==> src/rtl/alu_issue_stage.sv <==
// RV32I ALU issue stage: decodes one instruction into ALU opcode and operands
// and holds it in a single valid/ready output register.
module alu_issue_stage (
    input  logic        clk,
    input  logic        rst_n,
    input  logic        in_valid,
    output logic        in_ready,
    input  logic [31:0] instr,
    input  logic [31:0] pc,
    output logic [4:0]  rs1_addr,
    output logic [4:0]  rs2_addr,
    input  logic [31:0] rs1_data,
    input  logic [31:0] rs2_data,
    input  logic        flush,
    output logic        out_valid,
    input  logic        out_ready,
    output logic [3:0]  alu_control,
    output logic [31:0] A,
    output logic [31:0] B,
    output logic [4:0]  rd,
    output logic        reg_write,
    output logic        illegal
);
    localparam int unsigned XLEN  = 32;
    localparam int unsigned ALU_W = 4;
    localparam int unsigned RA_W  = 5;

    localparam logic [6:0] OPC_OP     = 7'b0110011;
    localparam logic [6:0] OPC_OP_IMM = 7'b0010011;
    localparam logic [6:0] OPC_LUI    = 7'b0110111;
    localparam logic [6:0] OPC_AUIPC  = 7'b0010111;

    localparam logic [6:0] F7_BASE = 7'b0000000;
    localparam logic [6:0] F7_ALT  = 7'b0100000;

    localparam logic [ALU_W-1:0] ALU_ADD  = 4'b0000;
    localparam logic [ALU_W-1:0] ALU_SUB  = 4'b0001;
    localparam logic [ALU_W-1:0] ALU_SLL  = 4'b0010;
    localparam logic [ALU_W-1:0] ALU_SLT  = 4'b0011;
    localparam logic [ALU_W-1:0] ALU_SLTU = 4'b0100;
    localparam logic [ALU_W-1:0] ALU_XOR  = 4'b0101;
    localparam logic [ALU_W-1:0] ALU_SRL  = 4'b0110;
    localparam logic [ALU_W-1:0] ALU_SRA  = 4'b0111;
    localparam logic [ALU_W-1:0] ALU_OR   = 4'b1000;
    localparam logic [ALU_W-1:0] ALU_AND  = 4'b1001;

    logic [6:0]      opcode;
    logic [2:0]      funct3;
    logic [6:0]      funct7;
    logic [RA_W-1:0] rd_field;
    logic [XLEN-1:0] imm_i;
    logic [XLEN-1:0] imm_u;
    logic [XLEN-1:0] shamt;
    logic            take;

    logic [ALU_W-1:0] dec_alu;
    logic [XLEN-1:0]  dec_a;
    logic [XLEN-1:0]  dec_b;
    logic             dec_ill;

    assign opcode   = instr[6:0];
    assign funct3   = instr[14:12];
    assign funct7   = instr[31:25];
    assign rd_field = instr[11:7];
    assign rs1_addr = instr[19:15];
    assign rs2_addr = instr[24:20];

    assign imm_i = {{20{instr[31]}}, instr[31:20]};
    assign imm_u = {instr[31:12], 12'b0};
    assign shamt = XLEN'(instr[24:20]);

    assign in_ready = rst_n && (!out_valid || out_ready);
    assign take     = in_valid && in_ready;

    // funct3 to ALU opcode for the base (funct7 = 0) register/immediate forms
    function automatic logic [ALU_W-1:0] base_alu(input logic [2:0] f3);
        case (f3)
            3'b000:  base_alu = ALU_ADD;
            3'b001:  base_alu = ALU_SLL;
            3'b010:  base_alu = ALU_SLT;
            3'b011:  base_alu = ALU_SLTU;
            3'b100:  base_alu = ALU_XOR;
            3'b101:  base_alu = ALU_SRL;
            3'b110:  base_alu = ALU_OR;
            default: base_alu = ALU_AND;
        endcase
    endfunction

    // Instruction decode; anything unrecognised stays illegal with zero operands
    always_comb begin
        dec_alu = ALU_ADD;
        dec_a   = '0;
        dec_b   = '0;
        dec_ill = 1'b1;
        case (opcode)
            OPC_OP: begin
                dec_a = rs1_data;
                dec_b = rs2_data;
                if (funct7 == F7_BASE) begin
                    dec_ill = 1'b0;
                    dec_alu = base_alu(funct3);
                end else if (funct7 == F7_ALT && funct3 == 3'b000) begin
                    dec_ill = 1'b0;
                    dec_alu = ALU_SUB;
                end else if (funct7 == F7_ALT && funct3 == 3'b101) begin
                    dec_ill = 1'b0;
                    dec_alu = ALU_SRA;
                end
            end
            OPC_OP_IMM: begin
                dec_a = rs1_data;
                case (funct3)
                    3'b001: begin
                        dec_b   = shamt;
                        dec_alu = ALU_SLL;
                        dec_ill = (funct7 != F7_BASE);
                    end
                    3'b101: begin
                        dec_b   = shamt;
                        dec_alu = (funct7 == F7_ALT) ? ALU_SRA : ALU_SRL;
                        dec_ill = (funct7 != F7_BASE) && (funct7 != F7_ALT);
                    end
                    default: begin
                        dec_b   = imm_i;
                        dec_alu = base_alu(funct3);
                        dec_ill = 1'b0;
                    end
                endcase
            end
            OPC_LUI: begin
                dec_b   = imm_u;
                dec_ill = 1'b0;
            end
            OPC_AUIPC: begin
                dec_a   = pc;
                dec_b   = imm_u;
                dec_ill = 1'b0;
            end
            default: dec_ill = 1'b1;
        endcase
        if (dec_ill) begin
            dec_alu = ALU_ADD;
            dec_a   = '0;
            dec_b   = '0;
        end
    end

    // Output register: reset, then flush, then capture, then drain
    always_ff @(posedge clk) begin
        if (!rst_n) begin
            out_valid   <= 1'b0;
            alu_control <= ALU_ADD;
            A           <= '0;
            B           <= '0;
            rd          <= '0;
            reg_write   <= 1'b0;
            illegal     <= 1'b0;
        end else if (flush) begin
            out_valid <= 1'b0;
        end else if (take) begin
            out_valid   <= 1'b1;
            alu_control <= dec_alu;
            A           <= dec_a;
            B           <= dec_b;
            rd          <= rd_field;
            reg_write   <= !dec_ill && (rd_field != '0);
            illegal     <= dec_ill;
        end else if (out_ready) begin
            out_valid <= 1'b0;
        end
    end

endmodule

==> config.mk <==
export PLATFORM = sky130hd
export DESIGN_NAME = alu_issue_stage
export DESIGN_NICKNAME = d
export VERILOG_FILES = /design/src/rtl/alu_issue_stage.sv
export SDC_FILE = /design/constraint.sdc
export NUM_CORES = 1
export LEC_CHECK = 0
export ABC_AREA = 1
export BUFFER_PORTS_ARGS = -buffer_cell sky130_fd_sc_hd__buf_2
export CORE_ASPECT_RATIO = 1.75
export CORE_MARGIN = 1.5
export CORE_UTILIZATION = 47
export CTS_BUF_LIST = sky130_fd_sc_hd__clkbuf_8 sky130_fd_sc_hd__clkbuf_16
export DETAILED_ROUTE_END_ITERATION = 6
export GPL_TIMING_DRIVEN = 0
export PLACE_DENSITY = 0.83
export SYNTH_ARGS = -nofsm -noshare
export SYNTH_HDL_FRONTEND = slang
export SYNTH_SLANG_ARGS = --single-unit
==> constraint.sdc <==
create_clock -name clk -period 1.75 [get_ports clk]
set_input_delay 0.175 -clock clk [delete_from_list [all_inputs] [get_ports clk]]
set_output_delay 0.175 -clock clk [all_outputs]
set_load 0.01 [all_outputs]
Yosys cells after proc, flatten, opt, wreduce, memory -nomap -nowiden
Index checks and enable logic that the tools add are counted.
{ "word_totals": {"register_bits": 76, "in_bits": 133, "output_inout_bits": 87, "word_cells": 61} }
{ "classes": {"n_eq_ne": 12, "muxes": 21, "bitwise_logic": 2, "n_reduce_logical": 19} }
{ "op_table": {"columns": ["cell", "n"], "rows": [
  ["32-bit two-way mux", 3],
  ["32-bit case mux with 3 select lines", 1],
  ["32-bit case mux with 2 select lines", 1],
  ["4-bit case mux with 7 select lines", 1],
  ["7-bit by 6-bit equality test with 1-bit output, second input constant", 3],
  ["4-bit case mux with 5 select lines", 1],
  ["4-bit case mux with 2 select lines", 2],
  ["7-bit by 5-bit equality test with 1-bit output, second input constant", 2],
  ["3-bit equality test, second input constant", 3],
  ["4-bit two-way mux", 2],
  ["2-bit OR reduction", 4],
  ["7-bit zero test", 1],
  ["7-bit by 6-bit inequality test with 1-bit output, second input constant", 1],
  ["7-bit nonzero test", 1],
  ["3-bit by 2-bit equality test with 1-bit output, second input constant", 2],
  ["1-bit logical AND", 6],
  ["1-bit two-way mux", 6],
  ["3-bit two-way mux", 2],
  ["5-bit nonzero test", 1],
  ["3-bit by 1-bit equality test with 1-bit output, second input constant", 1],
  ["3-bit zero test", 1],
  ["1-bit case mux with 3 select lines", 1],
  ["1-bit zero test", 2],
  ["1-bit NOT", 2],
  ["4 further kinds", 4]
]} }

Longest topological paths before layout
Gate-level depths: netlist of run 1.
{ "logic_depth": {"depth_word": 8, "mapped_depth": 12, "mapped_depth_nobuf": 11} }

Worst setup path after synthesis of run 1
OpenSTA, ideal clock, no wires.
{ "synth_timing": {"path_type": "input to register", "from": "in instr[4]", "to": "reg reg_write", "setup_ns": 0.143, "t_arrival_ns": 1.229, "t_required_ns": 1.607, "path_slack_ns": 0.377, "stages": 11, "path_buffers": 2, "cell_sequence": "inv_1 > nor2_4 > nand2_1 > nor2_4 > nand3_1 > nand2_2 > nor2_4 > buf_12 > buf_12 > nand3_2 > a21oi_2"} }
{ "synth_via": {"elab_chain_len": 5, "word_cells_on_any_way": 8, "classes_between": "4 x eq/ne; 1 x mux; 3 x reduce/logical"} }
{ "synth_rtl": {"columns": ["item", "line_no", "source"], "rows": [
  ["start: declaration", "8", "input logic [31:0] instr,"],
  ["7-bit by 5-bit equality test with 1-bit output / 7-bit by 6-bit equality test with 1-bit output (equally long branches)", "95", "case (opcode)"],
  ["2-bit OR reduction (no source line)", null, null],
  ["1-bit case mux with 3 select lines (*)", "95", null],
  ["1-bit zero test (*)", "166", "reg_write <= !dec_ill && (rd_field != '0);"],
  ["1-bit logical AND (*)", "166", null],
  ["end signal: assignment", "166", null],
  ["end: declaration", "21", "output logic reg_write,"]
]} }
Mark *: on every way between the ends. The rest lies on a longest branch, timed or not.
A chain may end at the register's enable or synchronous reset.

Worst setup path in the final report of run 1
{ "layout_timing": {"from": "reg out_valid", "to": "reg B[21]"} }
{ "layout_via": {"elab_chain_len": 5} }
{ "layout_rtl": {"columns": ["item", "line_no", "source"], "rows": [
  ["start: declaration", "15", "output logic out_valid,"],
  ["start signal: assignment", "151", "out_valid <= 1'b0;"],
  ["start signal: assignment", "159", "out_valid <= 1'b0;"],
  ["start signal: assignment", "161", "out_valid <= 1'b1;"],
  ["1-bit zero test", "72", "assign in_ready = rst_n && (!out_valid || out_ready);"],
  ["1-bit logical OR", "72", null],
  ["1-bit logical AND", "72", null],
  ["1-bit logical AND", "73", "assign take = in_valid && in_ready;"],
  ["2-bit AND reduction (no source line)", null, null],
  ["end signal: assignment", "154", "B <= '0;"],
  ["end signal: assignment", "164", "B <= dec_b;"],
  ["end: declaration", "19", "output logic [31:0] B,"]
]} }
No other way between the ends.

==> results.yml, run 1 <==
outcome:
  status: "complete, no violations"
timing:
  hold_viol: 0
  fin_crit_ns: 1.63
  rsz0062_at_grt: "no"
  max_freq_ghz: 0.612
  timing.final.crit_share: 0.934
  setup_viol: 0
  skew_ns: 0.00702
  timing.hold.ws_ns: 0.0194
  slew_headroom: 0.500
  slew_viol_final: 0
  tightest_slew_ns: 0.749
routing:
  drt-initial-drc-count: 186
  wl_per_cell_um: 14.7
  wl_mm: 14.6
  num_vias: 5127
  via_per_inst: 5.16
  drc: 0
  ant_nets: 0
  first_pass_iters: 7
setup_path:
  cp.required_ns: 2.02
  cp.arrival_ns: 1.90
  path_class: "flip-flop to flip-flop"
  crit_path_start_kind: "flip-flop"
  critPathMaxFanout: 10
  reg2reg_depth: 6
  endpoint_kind: "flip-flop"
logic_synthesis:
  synth_seq_cells: 76
  syn_avg_cell_area_um2: 7.28
  synth.most_common_cell: "nand2_1"
  synth_edf_count: 0
  seq_area_frac_synth: 0.328
  yosysWarnings: 0
  ys_types: 23
  netlist_instances: 637
  synth.area.top_cells: "dfxtp_1 (33%), nand2_1 (16%), nand3_1 (12%), nand3_2 (11%), a21oi_2 (9.4%)"
  synth_common_cells: "nand2_1 (196), nand3_1 (115), dfxtp_1 (76), nand3_2 (51), a21oi_2 (50)"
  synth.largest_area_cell: "dfxtp_1"
  yosysTopAreaCellShare: 0.328
  synth_fp_nets: 770
  async_flop_share: 0
  synth_flop_cell: "dfxtp_1"
  syn_area_um2: 4630
cts:
  cts_buffers: 9
  postCtsSetupBuffers: 0
  clock_path_buffers: 2
  worstSkewPairLatency_ns: 0.33
  cts.sinks: 76
  cts_tree: "done"
  cts-root-buf: "clkbuf_16"
  ctsResizeCount: 0
  htreeDepth: 3
  holdBufCountCts: 0
  clk_pin_slew_ns: 0.06
power_and_ir_drop:
  irDropWorstVdd_mv: 0.473
  power_per_cell_area_nw_per_um2: 669
  power_w: 0.00414
  power.static_leakage_nw: 2.86
floorplan:
  initial_core_util: 0.486
  core-area_um2: 9530
  io_pins: 220
  die_h_um: 134
  num_rows: 47
  die-area_um2: 10500
  dieWidth_um: 78.1
grt:
  track_usage: 0.272
  grt_max_degree: 13
  first_global_vias: 4805
  grtUsageMet1: 0.291
  antenna_found_initial: 0
  overflow: 0
  top_usage_layer: "met2"
  use_met2: 0.514
  grt_pass1_wl_mm: 22.5
  use_met3: 0.0347
final_layout:
  nets: 1000
  insertedDiodeCount: 0
  drive_above_1_share: 0.443
  final_core_util: 0.650
  area_growth_pct: 33.6
place:
  io_buffers: 219
  gp_congestion: 0.892
  hpwl_mm: 11.4
run:
  drv_cap: 0
worst_hold_path:
  whs_path_depth: 2
  min_path_type: "input pin to flip-flop"
-- critical path, cell delays in order, from the launching register on --
cell and delay [ns]:
dfxtp_1 0.33, nand2_1 0.09, nand3_2 0.27, inv_2 0.16
clkbuf_1 0.38, nand3_1 0.18, a21oi_1 0.15
-- cells by family after synthesis --
family	share of synthesized area
buffers and inverters	0.103
and+or+nand+nor	0.433
AOI/OAI and AO/OA	0.136
DFF	0.328
-- sequential cells by signal (all words and copies together) (netlist names) --
name	flops
A	32
B	32
rd	5
alu_control	4
illegal	1
out_valid	1
reg_write	1
-- layout make-up --
type | count | area, um^2
well taps | 122 | 153
plain buffers | 60 | 398
inverters | 21 | 78.8
fillers | 877 | 3340
repair buffers | 219 | 1100
multi-input cells | 480 | 2640
clock inverters | 6 | 81.3
flip-flops and latches | 76 | 1520
clock buffers | 9 | 225
-- path summary, 6_finish.rpt --
check	start	endpoint	slack [ns]
max	out_valid$_SDFFE_PP0P_	B[21]$_SDFFE_PN0P_	0.12
min	flush	out_valid$_SDFFE_PP0P_	0.02
max reg2reg	out_valid$_SDFFE_PP0P_	B[21]$_SDFFE_PN0P_	0.12
min reg2reg	alu_control[0]$_SDFFE_PN0P_	alu_control[0]$_SDFFE_PN0P_	0.46
-- per-layer routing --
metal	share of wire	wire, um
met1	0.38	5570
met2	0.53	7740
met3	0.053	773
met4	0.033	480
met5	0	0
-- where the power goes --
| group | internal, W | switching, W |
|---|---|---|
| Clock | 0.00123 | 0.000697 |
| Sequential | 0.00174 | 0.00000601 |
| Combinational | 0.000191 | 0.000280 |
| Total | 0.00316 | 0.000984 |
-- per-stage QoR --
step           TNS [ns]  cell area (um^2)  worst slack [ns]  std cells
6_report              0              6190             0.115        993
5_1_grt               0              6190           0.00565        993
4_1_cts               0              6190             0.106        993
3_5_place_dp      -1.63              5880           -0.0972        978
3_3_place_gp      -1.10              5880           -0.0991        978
2_1_floorplan         0              4630             0.377        637
-- layout by cell type, fill, tap and decap left out, drive strengths merged --
master    count
buf         257
nand2       198
nand3       166
dfxtp        76
a21oi        76
clkbuf       31
inv          22
nor2         21
o21ai        10
nand4         5
nor3          3
bufinv        2
clkinv        2
o211ai        1
clkinvlp      1
No activity file was read; power rests on OpenSTA's default activity.
==> run 2, diff against run 1 <==
==> constraint.sdc (replaced) <==
create_clock -name clk -period 1.75 [get_ports clk]
set_input_delay 0.0875 -clock clk [delete_from_list [all_inputs] [get_ports clk]]
set_output_delay 0.0875 -clock clk [all_outputs]
set_load 0.01 [all_outputs]
==> results.yml, run 2 (synthesized netlist as in run 1, its figures left out) <==
power_and_ir_drop:
  irDropWorstVdd_mv: 0.473
  power_per_cell_area_nw_per_um2: 668
  power.static_leakage_nw: 2.86
  power_w: 0.00414
cts:
  clock_path_buffers: 2
  postCtsSetupBuffers: 0
  cts-root-buf: "clkbuf_16"
  cts_buffers: 9
  worstSkewPairLatency_ns: 0.33
  clk_pin_slew_ns: 0.06
  ctsResizeCount: 0
  htreeDepth: 3
  cts.sinks: 76
  cts_tree: "done"
timing:
  setup_tns_ns: 0
  slew_headroom: 0.497
  final.setup.worst_slack_ns: 0.103
  tightest_slew_ns: 0.754
  timing.final.crit_share: 0.941
  skew_ns: 0.00718
  hold_viol: 0
  slew_viol_final: 0
  fin_crit_ns: 1.65
  setup_viol: 0
  rsz0062_at_grt: "no"
  max_freq_ghz: 0.607
setup_path:
  endpoint_kind: "flip-flop"
  crit_path_start_kind: "flip-flop"
  critPathMaxFanout: 10
  reg2reg_setup_slack_ns: 0.10
  path_class: "flip-flop to flip-flop"
  rr_startpoint: "out_valid$_SDFFE_PP0P_"
  reg2reg_depth: 6
  cp.arrival_ns: 1.91
  rr_endpoint: "B[21]$_SDFFE_PN0P_"
  cp.required_ns: 2.02
grt:
  grt_max_degree: 13
  grt_pass1_wl_mm: 22.6
  first_global_vias: 4815
  track_usage: 0.272
  overflow: 0
  antenna_found_initial: 0
place:
  hpwl_mm: 11.4
  io_buffers: 219
  gp_congestion: 0.892
  pre_cts_slack_ns: -0.00969
  placed_area_um2: 5880
routing:
  drt-initial-drc-count: 180
  ant_nets: 0
  drc: 0
  wl_per_cell_um: 14.7
  wl_mm: 14.6
  via_per_inst: 5.13
  num_vias: 5097
  first_pass_iters: 5
outcome:
  status: "complete, no violations"
floorplan:
  die_h_um: 134
  initial_core_util: 0.486
  io_pins: 220
  core-area_um2: 9530
  num_rows: 47
  dieWidth_um: 78.1
  die-area_um2: 10500
worst_hold_path:
  whs_endpoint: "rd[2]$_SDFFE_PN0P_"
  whs_path_depth: 3
  min_path_type: "input pin to flip-flop"
  holdCritStartpoint: "instr[9]"
final_layout:
  multi_input_area_um2: 2640
  seq_area_um2: 1520
  final_core_util: 0.651
  area_growth_pct: 33.8
  nets: 1001
  most-common-layout-cells: "buf_2 (231), nand2_1 (196), nand3_1 (115)"
  layout_commonest_cell: "buf_2"
  fillers: 878
  reg_top3: "A (32), B (32), rd (5)"
  final_cell_area_um2: 6200
  drive_above_1_share: 0.443
  insertedDiodeCount: 0
run:
  drv_cap: 0
==> run 2: cell types whose count changed in the layout (fill, tap and decap cells not counted), sizes merged <==
| cell | delta |
|---|---|
| dlygate4sd3 | +1 |
==> run 2: worst max-delay path: stages, from the launching register on <==
cell      delay, ns
dfxtp_1        0.33
nand2_1        0.09
nand3_2        0.28
inv_2          0.17
clkbuf_1       0.38
nand3_1        0.18
a21oi_1        0.15
==> run 2: cell type report <==
type                            count  share of cell area
Multi-Input combinational cell    480               0.425
Sequential cell                    76               0.245
Timing Repair Buffer              220               0.178
Buffer                             60              0.0642
Clock buffer                        9              0.0363
Tap cell                          122              0.0246
Clock inverter                      6              0.0131
Inverter                           21              0.0127
==> run 2: power by group <==
group	internal (W)	leakage [nW]	switching [W]
sequential	0.00174	0.613	0.00000588
clock	0.00123	0.152	0.000693
combinational	0.000193	2.10	0.000280
==> run 2: repair_timing <==
action,4_1_cts,5_1_grt
hold endpoints to repair,1,0
endpoints found under the setup margin,0,0
hold buffers,1,0
==> run 2: how the worst max path moves through the flow <==
stage / start / endpoint / slack, ns / depth (start not counted)
after floorplan: out_valid$_SDFFE_PP0P_ / illegal$_SDFFE_PN0P_ / 0.46 / 7
after global placement: instr[0] / B[25]$_SDFFE_PN0P_ / -0.01 / 12
after detailed placement: instr[0] / B[25]$_SDFFE_PN0P_ / -0.01 / 12
after CTS: out_valid$_SDFFE_PP0P_ / B[21]$_SDFFE_PN0P_ / 0.11 / 6
after global routing: out_valid$_SDFFE_PP0P_ / B[25]$_SDFFE_PN0P_ / 0.004 / 6
final: out_valid$_SDFFE_PP0P_ / B[21]$_SDFFE_PN0P_ / 0.10 / 6
==> run 2: stage by stage <==
stage          instances  hold WS, ns
2_1_floorplan        637        0.164
3_3_place_gp         978        0.271
3_5_place_dp         978        0.273
4_1_cts              994      0.00637
5_1_grt              994       0.0193
6_report             994       0.0195
==> run 2: routing by layer <==
metal	wire (um)	up-vias	track usage
li1	-	2571	-
met1	5510	2276	0.291
met2	7740	209	0.514
met3	847	41	0.0347
met4	490	0	0.134
met5	0	-	0
==> run 3, diff against run 2 <==
CORE_ASPECT_RATIO = default   (was 1.75)
CTS_BUF_LIST = default   (was sky130_fd_sc_hd__clkbuf_8 sky130_fd_sc_hd__clkbuf_16)
==> results.yml, run 3 (synthesized netlist as in run 1, its figures left out) <==
cts:
  worstSkewPairLatency_ns: 0.35
  cts.sinks: 76
  cts_tree: "done"
  clk_pin_slew_ns: 0.08
  cts-root-buf: "clkbuf_8"
  htreeDepth: 3
  cts_buffers: 9
  clock_path_buffers: 2
setup_path:
  cp.required_ns: 2.03
  path_class: "flip-flop to flip-flop"
  crit_path_start_kind: "flip-flop"
  cp.arrival_ns: 1.84
  endpoint_kind: "flip-flop"
  critPathMaxFanout: 10
place:
  hpwl_mm: 11.3
  io_buffers: 219
  gp_congestion: 0.908
timing:
  setup_viol: 0
  rsz0062_at_grt: "no"
  tightest_slew_ns: 0.735
  fin_crit_ns: 1.56
  hold_viol: 0
  slew_headroom: 0.510
  timing.final.crit_share: 0.892
  skew_ns: 0.00822
  timing.hold.ws_ns: 0.0240
  slew_viol_final: 0
  max_freq_ghz: 0.640
grt:
  top_usage_layer: "met2"
  first_global_vias: 4568
  use_met3: 0.0691
  grt_max_degree: 14
  antenna_found_initial: 0
  grt_pass1_wl_mm: 21.7
  overflow: 0
  use_met2: 0.480
  grtUsageMet1: 0.317
  track_usage: 0.267
power_and_ir_drop:
  switching_share: 0.277
  pwr-share-seq: 0.498
  combPwrFrac: 0.138
  power.static_leakage_nw: 2.82
  irDropWorstVdd_mv: 0.375
  power_w: 0.00350
  power_per_cell_area_nw_per_um2: 570
  clkPwrFrac: 0.364
  internal_power_w: 0.00253
  power_switching_w: 0.000967
final_layout:
  layout_commonest_cell: "buf_2"
  reg_top3: "A (32), B (32), rd (5)"
  area_growth_pct: 32.3
  most-common-layout-cells: "buf_2 (231), nand2_1 (196), nand3_1 (115)"
  drive_above_1_share: 0.444
  insertedDiodeCount: 0
  fillers: 889
  nets: 1004
routing:
  via_per_inst: 5.12
  drt-initial-drc-count: 206
  num_vias: 5165
  drc: 0
  first_pass_iters: 4
  wl_mm: 14.6
  ant_nets: 0
  wl_per_cell_um: 14.4
worst_hold_path:
  min_path_type: "input pin to flip-flop"
run:
  drv_cap: 0
floorplan:
  core-area_um2: 9680
  die_h_um: 102
  die-area_um2: 10500
  dieWidth_um: 102
  initial_core_util: 0.479
  num_rows: 36
  io_pins: 220
outcome:
  status: "complete, no violations"
run 3: cell count changes in the layout (fill, tap and decap cells not counted):
cell and delta:
clkbuf_8 +11, clkbuf_16 -9, dlygate4sd3_1 +3, bufinv_16 -2, clkbuf_1 -1, clkbuf_2 +1
clkinv_4 +1, inv_1 -1, inv_6 +1, nand3_2 -1, nand3_4 +1
run 3: per-stage QoR:
stage / std cells / cell area (um^2) / setup TNS [ns] / util / setup slack, ns
after floorplan: 637 / 4630 / 0 / - / 0.463
after global placement: 989 / 5900 / 0 / 0.609 / 0.0279
after detailed placement: 989 / 5900 / -0.0134 / 0.609 / -0.0134
after CTS: 1009 / 6120 / 0 / 0.632 / 0.0768
after global routing: 1009 / 6130 / 0 / 0.633 / 0.101
final: 1009 / 6130 / 0 / 0.633 / 0.188
run 3: layer usage:
layer / wire length, um / part of all wire / vias up
met2: 7060 / 0.48 / 214
met4: 114 / 0.0078 / 0
met3: 1240 / 0.085 / 11
met5: 0 / 0 / -
met1: 6160 / 0.42 / 2355
li1: - / - / 2585
run 3: cell type report:
type	count	area, um^2	share of cell area
Buffer	60	399	0.0651
Timing Repair Buffer	223	1140	0.185
Inverter	21	78.8	0.0129
Sequential cell	76	1520	0.248
Clock buffer	11	151	0.0247
Clock inverter	5	35.0	0.00571
Multi-Input combinational cell	480	2640	0.431
Tap cell	133	166	0.0271
run 3: what timing repair did:
item,4_1_cts,5_1_grt
hold buffers,4,0
setup buffers,0,0
resized for setup,0,3
hold endpoints to repair,4,0
setup endpoints to repair,0,40
run 3: final timing paths:
path,end,startpoint,depth (start not counted),slack (ns)
max,A[23]$_SDFFE_PN0P_,out_valid$_SDFFE_PP0P_,7,0.19
min,rd[4]$_SDFFE_PN0P_,instr[11],3,0.02
min reg2reg,B[20]$_SDFFE_PN0P_,B[20]$_SDFFE_PN0P_,2,0.47
max reg2reg,A[23]$_SDFFE_PN0P_,out_valid$_SDFFE_PP0P_,7,0.19
run 3: worst max-delay path, cell delays in order, from the launching register on:
cell and delay [ns]:
dfxtp_1 0.35, nand2_1 0.12, nand3_4 0.19, inv_2 0.15, buf_4 0.20, buf_4 0.23, nand3_2 0.10, a21oi_2 0.13
run 3: power by group through the flow:
stage / registers, W / logic (W) / clock network [W]
5_1_grt: 0.00174 / 0.000524 / 0.00138
3_3_place_gp: 0.00178 / 0.000472 / 0
6_report: 0.00174 / 0.000482 / 0.00127
2_1_floorplan: 0.00178 / 0.000220 / 0
4_1_cts: 0.00174 / 0.000480 / 0.00130
3_5_place_dp: 0.00178 / 0.000471 / 0
